===== src/rtl/mem_arb_pkg.sv =====
// Shared types and default widths for the I/D memory port arbiter.
package mem_arb_pkg;

  localparam int DEF_ADDR_W = 32;
  localparam int DEF_DATA_W = 32;

  typedef enum logic [1:0] {
    IDLE,
    REQ,
    WAIT
  } arb_state_t;

  typedef enum logic [1:0] {
    OWN_NONE,
    OWN_I,
    OWN_D
  } arb_owner_t;

endpackage


===== src/rtl/mem_port_arbiter_if.sv =====
// Bundle of the fetch port, load/store port and memory port seen by the arbiter.
// master = the arbiter itself, slave = the clients and memory around it.
interface mem_port_arbiter_if
  import mem_arb_pkg::*;
#(
  parameter int ADDR_W = DEF_ADDR_W,
  parameter int DATA_W = DEF_DATA_W
);

  logic              i_req;
  logic [ADDR_W-1:0] i_addr;
  logic              i_gnt;
  logic              i_rvalid;
  logic [DATA_W-1:0] i_rdata;

  logic                d_req;
  logic                d_we;
  logic [DATA_W/8-1:0] d_be;
  logic [ADDR_W-1:0]   d_addr;
  logic [DATA_W-1:0]   d_wdata;
  logic                d_gnt;
  logic                d_rvalid;
  logic [DATA_W-1:0]   d_rdata;

  logic                m_req;
  logic                m_we;
  logic [DATA_W/8-1:0] m_be;
  logic [ADDR_W-1:0]   m_addr;
  logic [DATA_W-1:0]   m_wdata;
  logic                m_gnt;
  logic                m_rvalid;
  logic [DATA_W-1:0]   m_rdata;

  modport master (
    input  i_req, i_addr,
    output i_gnt, i_rvalid, i_rdata,
    input  d_req, d_we, d_be, d_addr, d_wdata,
    output d_gnt, d_rvalid, d_rdata,
    output m_req, m_we, m_be, m_addr, m_wdata,
    input  m_gnt, m_rvalid, m_rdata
  );

  modport slave (
    output i_req, i_addr,
    input  i_gnt, i_rvalid, i_rdata,
    output d_req, d_we, d_be, d_addr, d_wdata,
    input  d_gnt, d_rvalid, d_rdata,
    input  m_req, m_we, m_be, m_addr, m_wdata,
    output m_gnt, m_rvalid, m_rdata
  );

endinterface


===== src/rtl/mem_arb_sat_counter.sv =====
// Saturating event counter with asynchronous clear; used for arbiter statistics.
module mem_arb_sat_counter #(
  parameter int W = 32
) (
  input  logic         clock,
  input  logic         reset,
  input  logic         inc,
  output logic [W-1:0] count
);

  logic [W-1:0] count_q, count_d;

  always_comb begin
    // NOTE: default assignment first so no path through always_comb leaves count_d unassigned (no latch).
    count_d = count_q;
    if (inc && (count_q != '1)) begin
      count_d = count_q + 1'b1;
    end
  end

  // NOTE: flops use <= so every register samples its _d value at the same edge.
  always_ff @(posedge clock or negedge reset) begin
    if (!reset) begin
      count_q <= '0;
    end else begin
      count_q <= count_d;
    end
  end

  assign count = count_q;

endmodule


===== src/rtl/mem_port_arbiter.sv =====
// Shares one single-port memory between fetch (I, read-only) and load/store (D) with one transaction in flight.
// Optional MEM_ARB_STATS_EN adds saturating grant/stall counters.
module mem_port_arbiter
  import mem_arb_pkg::*;
#(
  parameter int ADDR_W       = DEF_ADDR_W,
  parameter int DATA_W       = DEF_DATA_W,
  parameter int MAX_D_STREAK = 4
`ifdef MEM_ARB_STATS_EN
  ,
  parameter int CNT_W        = 32
`endif
) (
  input  logic              clock,
  input  logic              reset,
  mem_port_arbiter_if.master bus
`ifdef MEM_ARB_STATS_EN
  ,
  output logic [CNT_W-1:0]  i_grant_cnt,
  output logic [CNT_W-1:0]  d_grant_cnt,
  output logic [CNT_W-1:0]  stall_cnt
`endif
);

  localparam int STREAK_W = $clog2(MAX_D_STREAK + 1);
  localparam logic [STREAK_W-1:0] STREAK_MAX = STREAK_W'(MAX_D_STREAK);

  arb_state_t            state_q, state_d;
  arb_owner_t            owner_q, owner_d;
  logic [STREAK_W-1:0]   streak_q, streak_d;

  logic                  i_grant, d_grant;
  logic                  i_resp, d_resp;
  logic                  req_we;
  logic [DATA_W/8-1:0]   req_be;
  logic [ADDR_W-1:0]     req_addr;
  logic [DATA_W-1:0]     req_wdata;

  always_ff @(posedge clock or negedge reset) begin
    if (!reset) begin
      state_q  <= IDLE;
      owner_q  <= OWN_NONE;
      streak_q <= '0;
    end else begin
      state_q  <= state_d;
      owner_q  <= owner_d;
      streak_q <= streak_d;
    end
  end

  // Owner is chosen once in IDLE and stays locked until the response returns.
  always_comb begin
    state_d = state_q;
    owner_d = owner_q;
    case (state_q)
      IDLE: begin
        if (bus.i_req || bus.d_req) begin
          owner_d = (bus.i_req && (!bus.d_req || (streak_q == STREAK_MAX))) ? OWN_I : OWN_D;
          state_d = REQ;
        end
      end
      REQ: begin
        if (bus.m_gnt) begin
          state_d = WAIT;
        end
      end
      WAIT: begin
        if (bus.m_rvalid) begin
          state_d = IDLE;
          owner_d = OWN_NONE;
        end
      end
      default: begin
        state_d = IDLE;
        owner_d = OWN_NONE;
      end
    endcase
  end

  // D-grant streak only matters while fetch is actually waiting.
  always_comb begin
    streak_d = streak_q;
    if (!bus.i_req) begin
      streak_d = '0;
    end else if (d_grant) begin
      streak_d = (streak_q == STREAK_MAX) ? streak_q : streak_q + 1'b1;
    end else if (i_grant) begin
      streak_d = '0;
    end
  end

  always_comb begin
    req_we    = 1'b0;
    req_be    = '0;
    req_addr  = '0;
    req_wdata = '0;
    i_grant   = 1'b0;
    d_grant   = 1'b0;
    i_resp    = 1'b0;
    d_resp    = 1'b0;
    if (state_q == REQ) begin
      case (owner_q)
        OWN_I: begin
          req_addr = bus.i_addr;
          i_grant  = bus.m_gnt;
        end
        OWN_D: begin
          req_we    = bus.d_we;
          req_be    = bus.d_be;
          req_addr  = bus.d_addr;
          req_wdata = bus.d_wdata;
          d_grant   = bus.m_gnt;
        end
        default: ;
      endcase
    end
    if ((state_q == WAIT) && bus.m_rvalid) begin
      i_resp = (owner_q == OWN_I);
      d_resp = (owner_q == OWN_D);
    end
  end

  assign bus.m_req    = (state_q == REQ);
  assign bus.m_we     = req_we;
  assign bus.m_be     = req_be;
  assign bus.m_addr   = req_addr;
  assign bus.m_wdata  = req_wdata;

  assign bus.i_gnt    = i_grant;
  assign bus.i_rvalid = i_resp;
  assign bus.i_rdata  = i_resp ? bus.m_rdata : '0;
  assign bus.d_gnt    = d_grant;
  assign bus.d_rvalid = d_resp;
  assign bus.d_rdata  = d_resp ? bus.m_rdata : '0;

`ifdef MEM_ARB_STATS_EN
  logic stall;
  assign stall = (state_q == REQ) && !bus.m_gnt;

  mem_arb_sat_counter #(.W(CNT_W)) u_i_grant_cnt (
    .clock (clock),
    .reset (reset),
    .inc   (i_grant),
    .count (i_grant_cnt)
  );

  mem_arb_sat_counter #(.W(CNT_W)) u_d_grant_cnt (
    .clock (clock),
    .reset (reset),
    .inc   (d_grant),
    .count (d_grant_cnt)
  );

  mem_arb_sat_counter #(.W(CNT_W)) u_stall_cnt (
    .clock (clock),
    .reset (reset),
    .inc   (stall),
    .count (stall_cnt)
  );
`endif

  a_gnt_exclusive : assert property (@(posedge clock) disable iff (!reset)
    !(bus.i_gnt && bus.d_gnt));
  a_rvalid_exclusive : assert property (@(posedge clock) disable iff (!reset)
    !(bus.i_rvalid && bus.d_rvalid));
  a_gnt_needs_mem : assert property (@(posedge clock) disable iff (!reset)
    (bus.i_gnt || bus.d_gnt) |-> (bus.m_req && bus.m_gnt));

endmodule

===== src/flat_wrapper.sv =====
// flat-port wrapper written by rule: the top's interface ports become plain ports
module mem_port_arbiter_flat import mem_arb_pkg::*;
#(
  parameter int ADDR_W       = DEF_ADDR_W,
  parameter int DATA_W       = DEF_DATA_W,
  parameter int MAX_D_STREAK = 4

)
  (clock, reset, bus_i_req, bus_i_addr, bus_i_gnt, bus_i_rvalid, bus_i_rdata, bus_d_req, bus_d_we, bus_d_be, bus_d_addr, bus_d_wdata, bus_d_gnt, bus_d_rvalid, bus_d_rdata, bus_m_req, bus_m_we, bus_m_be, bus_m_addr, bus_m_wdata, bus_m_gnt, bus_m_rvalid, bus_m_rdata);
  mem_port_arbiter_if #(.ADDR_W(ADDR_W), .DATA_W(DATA_W)) bus_i ();
  input  logic clock;
  input  logic reset;
  input wire logic [$bits(bus_i.i_req)-1:0] bus_i_req;
  input wire logic [$bits(bus_i.i_addr)-1:0] bus_i_addr;
  output wire logic [$bits(bus_i.i_gnt)-1:0] bus_i_gnt;
  output wire logic [$bits(bus_i.i_rvalid)-1:0] bus_i_rvalid;
  output wire logic [$bits(bus_i.i_rdata)-1:0] bus_i_rdata;
  input wire logic [$bits(bus_i.d_req)-1:0] bus_d_req;
  input wire logic [$bits(bus_i.d_we)-1:0] bus_d_we;
  input wire logic [$bits(bus_i.d_be)-1:0] bus_d_be;
  input wire logic [$bits(bus_i.d_addr)-1:0] bus_d_addr;
  input wire logic [$bits(bus_i.d_wdata)-1:0] bus_d_wdata;
  output wire logic [$bits(bus_i.d_gnt)-1:0] bus_d_gnt;
  output wire logic [$bits(bus_i.d_rvalid)-1:0] bus_d_rvalid;
  output wire logic [$bits(bus_i.d_rdata)-1:0] bus_d_rdata;
  output wire logic [$bits(bus_i.m_req)-1:0] bus_m_req;
  output wire logic [$bits(bus_i.m_we)-1:0] bus_m_we;
  output wire logic [$bits(bus_i.m_be)-1:0] bus_m_be;
  output wire logic [$bits(bus_i.m_addr)-1:0] bus_m_addr;
  output wire logic [$bits(bus_i.m_wdata)-1:0] bus_m_wdata;
  input wire logic [$bits(bus_i.m_gnt)-1:0] bus_m_gnt;
  input wire logic [$bits(bus_i.m_rvalid)-1:0] bus_m_rvalid;
  input wire logic [$bits(bus_i.m_rdata)-1:0] bus_m_rdata;
  assign bus_i.i_req = bus_i_req;
  assign bus_i.i_addr = bus_i_addr;
  assign bus_i_gnt = bus_i.i_gnt;
  assign bus_i_rvalid = bus_i.i_rvalid;
  assign bus_i_rdata = bus_i.i_rdata;
  assign bus_i.d_req = bus_d_req;
  assign bus_i.d_we = bus_d_we;
  assign bus_i.d_be = bus_d_be;
  assign bus_i.d_addr = bus_d_addr;
  assign bus_i.d_wdata = bus_d_wdata;
  assign bus_d_gnt = bus_i.d_gnt;
  assign bus_d_rvalid = bus_i.d_rvalid;
  assign bus_d_rdata = bus_i.d_rdata;
  assign bus_m_req = bus_i.m_req;
  assign bus_m_we = bus_i.m_we;
  assign bus_m_be = bus_i.m_be;
  assign bus_m_addr = bus_i.m_addr;
  assign bus_m_wdata = bus_i.m_wdata;
  assign bus_i.m_gnt = bus_m_gnt;
  assign bus_i.m_rvalid = bus_m_rvalid;
  assign bus_i.m_rdata = bus_m_rdata;
  mem_port_arbiter #(.ADDR_W(ADDR_W), .DATA_W(DATA_W), .MAX_D_STREAK(MAX_D_STREAK)) u_core (.clock(clock), .reset(reset), .bus(bus_i));
endmodule

===== config.mk =====
export PLATFORM = sky130hd
export DESIGN_NAME = mem_port_arbiter_flat
export DESIGN_NICKNAME = d
export VERILOG_FILES = /design/src/rtl/mem_arb_pkg.sv /design/src/rtl/mem_port_arbiter_if.sv /design/src/rtl/mem_arb_sat_counter.sv /design/src/rtl/mem_port_arbiter.sv /design/src/flat_wrapper.sv
export SDC_FILE = /design/constraint.sdc
export NUM_CORES = 1
export LEC_CHECK = 0
export ABC_AREA = 1
export CORE_AREA = 5 5 104 106
export DETAILED_ROUTE_END_ITERATION = 10
export DIE_AREA = 0 0 109 111
export HOLD_SLACK_MARGIN = 0.1
export PLACE_DENSITY_LB_ADDON = 0.25
export SETUP_SLACK_MARGIN = 0.05
export SYNTH_ARGS = -nofsm -noshare
export SYNTH_HDL_FRONTEND = slang
export SYNTH_SLANG_ARGS = --single-unit

===== constraint.sdc =====
create_clock -name clock -period 2.5 [get_ports clock]
set_input_delay 0.5 -clock clock [delete_from_list [all_inputs] [get_ports clock]]
set_output_delay 0.5 -clock clock [all_outputs]
set_load 0.005 [all_outputs]

==> flow_summary.json <==
{
  "slew_violations": 0,
  "yosysTopAreaCell": "nand2_1",
  "syn_area_mm2": 0.00177,
  "dr.pass1.iters": 4,
  "diodes": 0,
  "power.net_switching_mw": 1.09,
  "synth.area.top_cells": "nand2_1 (26%), nor2_1 (24%), a21oi_2 (15%)",
  "die_w_um": 109,
  "grt.overflow.total": 0,
  "grt-busiest-layer": "met2",
  "synth_xor_area_share_pct": 0.496,
  "grt_antenna_before_repair": 0,
  "grt_pass1_vias": 3106,
  "rsz0062_at_grt": "yes",
  "worst_pin_slew_ns": 0.447,
  "worst_clock_skew_ns": 0.00323,
  "path_class": "in2out",
  "crit_path_end_kind": "output port",
  "cts_buffer_depth": 2,
  "core_mm2": 0.00968,
  "grt_max_degree": 42,
  "grt_use_met2_pct": 34.6,
  "hp-class": "in2async",
  "synth_area_per_cell_um2": 4.90,
  "rows": 36,
  "syn_nets": 503,
  "synth_compound_area_share_pct": 16.6,
  "arrival_ns": 1.89,
  "yosysWarnings": 0,
  "reg2reg_to": "u_core.streak_q[0]",
  "min_period_ns": 2.39,
  "synth_common_cells": "nand2_1 (120), nor2_1 (111), inv_1 (43), a21oi_2 (30), buf_2 (13)",
  "synth_top_family_by_area": "simple AND/OR/NAND/NOR gates",
  "internal_power_mw": 1.23,
  "switching_share_pct": 47.1,
  "final.period_utilization_pct": 95.7,
  "fmax_ghz": 0.418,
  "fin_cells": 768,
  "drc": 0,
  "tns_ns": 0,
  "synthSimpleGateAreaFrac_pct": 52.4,
  "async_flop_share_pct": 100,
  "p_total_mw": 2.31,
  "startpoint_type": "input pin",
  "synth.yosys.seq_area_share_pct": 9.92,
  "yosysTopAreaCellShare_pct": 25.5,
  "yosys.cell_count.top_type": "nand2_1",
  "worst_setup_hold_path_clk_slew_ns": 0.04,
  "viasPerCell": 4.19,
  "cts-root-buf": "clkbuf_8",
  "finalSetupViolCount": 0,
  "yosys_register_bits": 7,
  "drv_cap": 0,
  "htreeDepth": 1,
  "synth-edff-count": 0,
  "place_congestion": 0.843,
  "crit_start": "bus_m_rvalid",
  "leakage_nw": 2.41,
  "synth_cells": 360,
  "path_max_fanout": 16,
  "status": "complete, no violations",
  "grt_pass1_wl_um": 17400,
  "rrSetupSlack_ns": 0.94,
  "cts_tree": "yes",
  "grtUsageMet3_pct": 4.19,
  "ios": 277,
  "fillers": 986,
  "seq_area_um2": 175,
  "hold_viol": 0,
  "synthAdderAreaFrac_pct": 2.83,
  "sequentialPowerShare_pct": 7.3,
  "ys_types": 18,
  "clock_sinks": 7,
  "reg2regPathDepth": 9,
  "relSlewSlack_pct": 70.2,
  "required_ns": 2.00,
  "multi_input_area_mm2": 0.00132,
  "dp_hpwl_um": 9450,
  "die_y_um": 111,
  "cts_hold_buf": 0,
  "grt_usage_pct": 18.0,
  "clk_latency_ns": 0.23,
  "critPathCapture": "bus_d_rdata[13]",
  "dp_cells": 752,
  "p_clk_share_pct": 6.8,
  "grtUsageMet1_pct": 18.6,
  "ir_drop_uv": 484,
  "wl_per_cell_um": 15.7,
  "vias": 3217,
  "initial_core_util_pct": 18.2,
  "synth-main-ff-cell": "dfrtp_1",
  "final_util_pct": 50.0,
  "drt_iter0_markers": 153,
  "ant_nets": 0,
  "fin_nets": 779,
  "portBuffers": 276,
  "cts_buffers": 3,
  "layout-drive-gt1-share_pct": 11.3,
  "synth_mux_area_share_pct": 0,
  "area_delta_synth_final_pct": 174,
  "p_per_area_mw_per_mm2": 478,
  "totalWireLength_um": 12000,
  "combPwrFrac_pct": 85.9,
  "dieArea_mm2": 0.0121,
  "reg2reg_from": "u_core.owner_q[1]"
}
## cell usage in the layout, fill, tap and decap left out
cell,count
xnor2_1,1
dlymetal6s2s_1,2
nand3b_1,1
bufbuf_16,2
buf_4,12
nor2_4,1
nand2_1,120
buf_6,1
ha_4,2
buf_12,5
inv_2,3
buf_16,1
a21oi_1,2
nand2_2,1
or2_4,1
clkbuf_2,6
ha_1,2
dlygate4sd2_1,84
inv_1,41
nor2_2,1
nor2_1,109
nand3_1,3
clkbuf_1,1
a21oi_2,30
nand3_2,1
clkdlybuf4s15_1,6
clkdlybuf4s50_1,177
o21ai_0,4
dfrtp_1,7
clkbuf_8,3
clkbuf_16,2
nand4_1,3
## power groups by stage
stage | Clock (mW) | Combinational [mW] | Sequential [mW]
final | 0.158 | 1.99 | 0.169
after CTS | 0.160 | 1.89 | 0.170
after detailed placement | 0 | 1.76 | 0.170
after global routing | 0.163 | 2.16 | 0.174
after floorplan | 0 | 0.899 | 0.169
after global placement | 0 | 1.72 | 0.169
## what timing repair did
| item | CTS | global route |
|---|---|---|
| endpoints found under the setup margin | 117 | 26 |
| gates resized for setup | 106 | 23 |
| gates cloned | 3 | 2 |
| setup buffers | 4 | 3 |
| pin swaps | 2 | 2 |
## flip-flops by register name (all words and copies together) (netlist names)
register	flops
u_core.owner_q	2
u_core.streak_q	3
u_core.state_q	2
## cell type report
class | instances | share of cell area, %
multi-input cells | 282 | 27.3
clock buffers | 4 | 0.931
well taps | 133 | 3.44
inverters | 44 | 3.41
repair buffers | 298 | 61.3
flip-flops and latches | 7 | 3.62
## how the worst min path moves through the flow
stage / from / end / slack (ns) / depth (start not counted)
floorplan: reset / u_core.owner_q[0] / 0.20 / 0
global placement: u_core.owner_q[1] / u_core.owner_q[1] / 0.50 / 2
detailed placement: u_core.owner_q[1] / u_core.owner_q[1] / 0.51 / 2
CTS: reset / u_core.state_q[0] / 0.55 / 1
global route: reset / u_core.owner_q[0] / 0.57 / 1
finish: reset / u_core.state_q[1] / 0.54 / 1
## through the flow
stage	hold WS, ns	setup slack [ns]	cell area (µm²)
floorplan	0.204	0.733	1770
global placement	0.503	-0.0763	4690
detailed placement	0.510	-0.0930	4690
CTS	0.555	0.0506	4760
global route	0.572	0.0400	4840
finish	0.544	0.107	4840
## cells by family after synthesis
family | Yosys count
XOR/XNOR | 1
AND/OR/NAND/NOR | 241
adder cells (fa/ha/maj) | 4
AO/OA/AOI/OAI | 36
flip-flops | 7
buffers and inverters | 71
## per-layer routing
metal  share of wire, %  vias up
li1                   -     1616
met1                 35     1424
met2                 52      151
met3                8.4       26
met4                3.7        0
met5                  0        -
## worst max-delay path, stage by stage
cell             delay, ns
clkdlybuf4s50_1       0.49
nand3_2               0.12
nor2_4                0.11
inv_2                 0.07
bufbuf_16             0.28
nor2_1                0.07
dlygate4sd2_1         0.25
(Power assumes the default switching activity.)
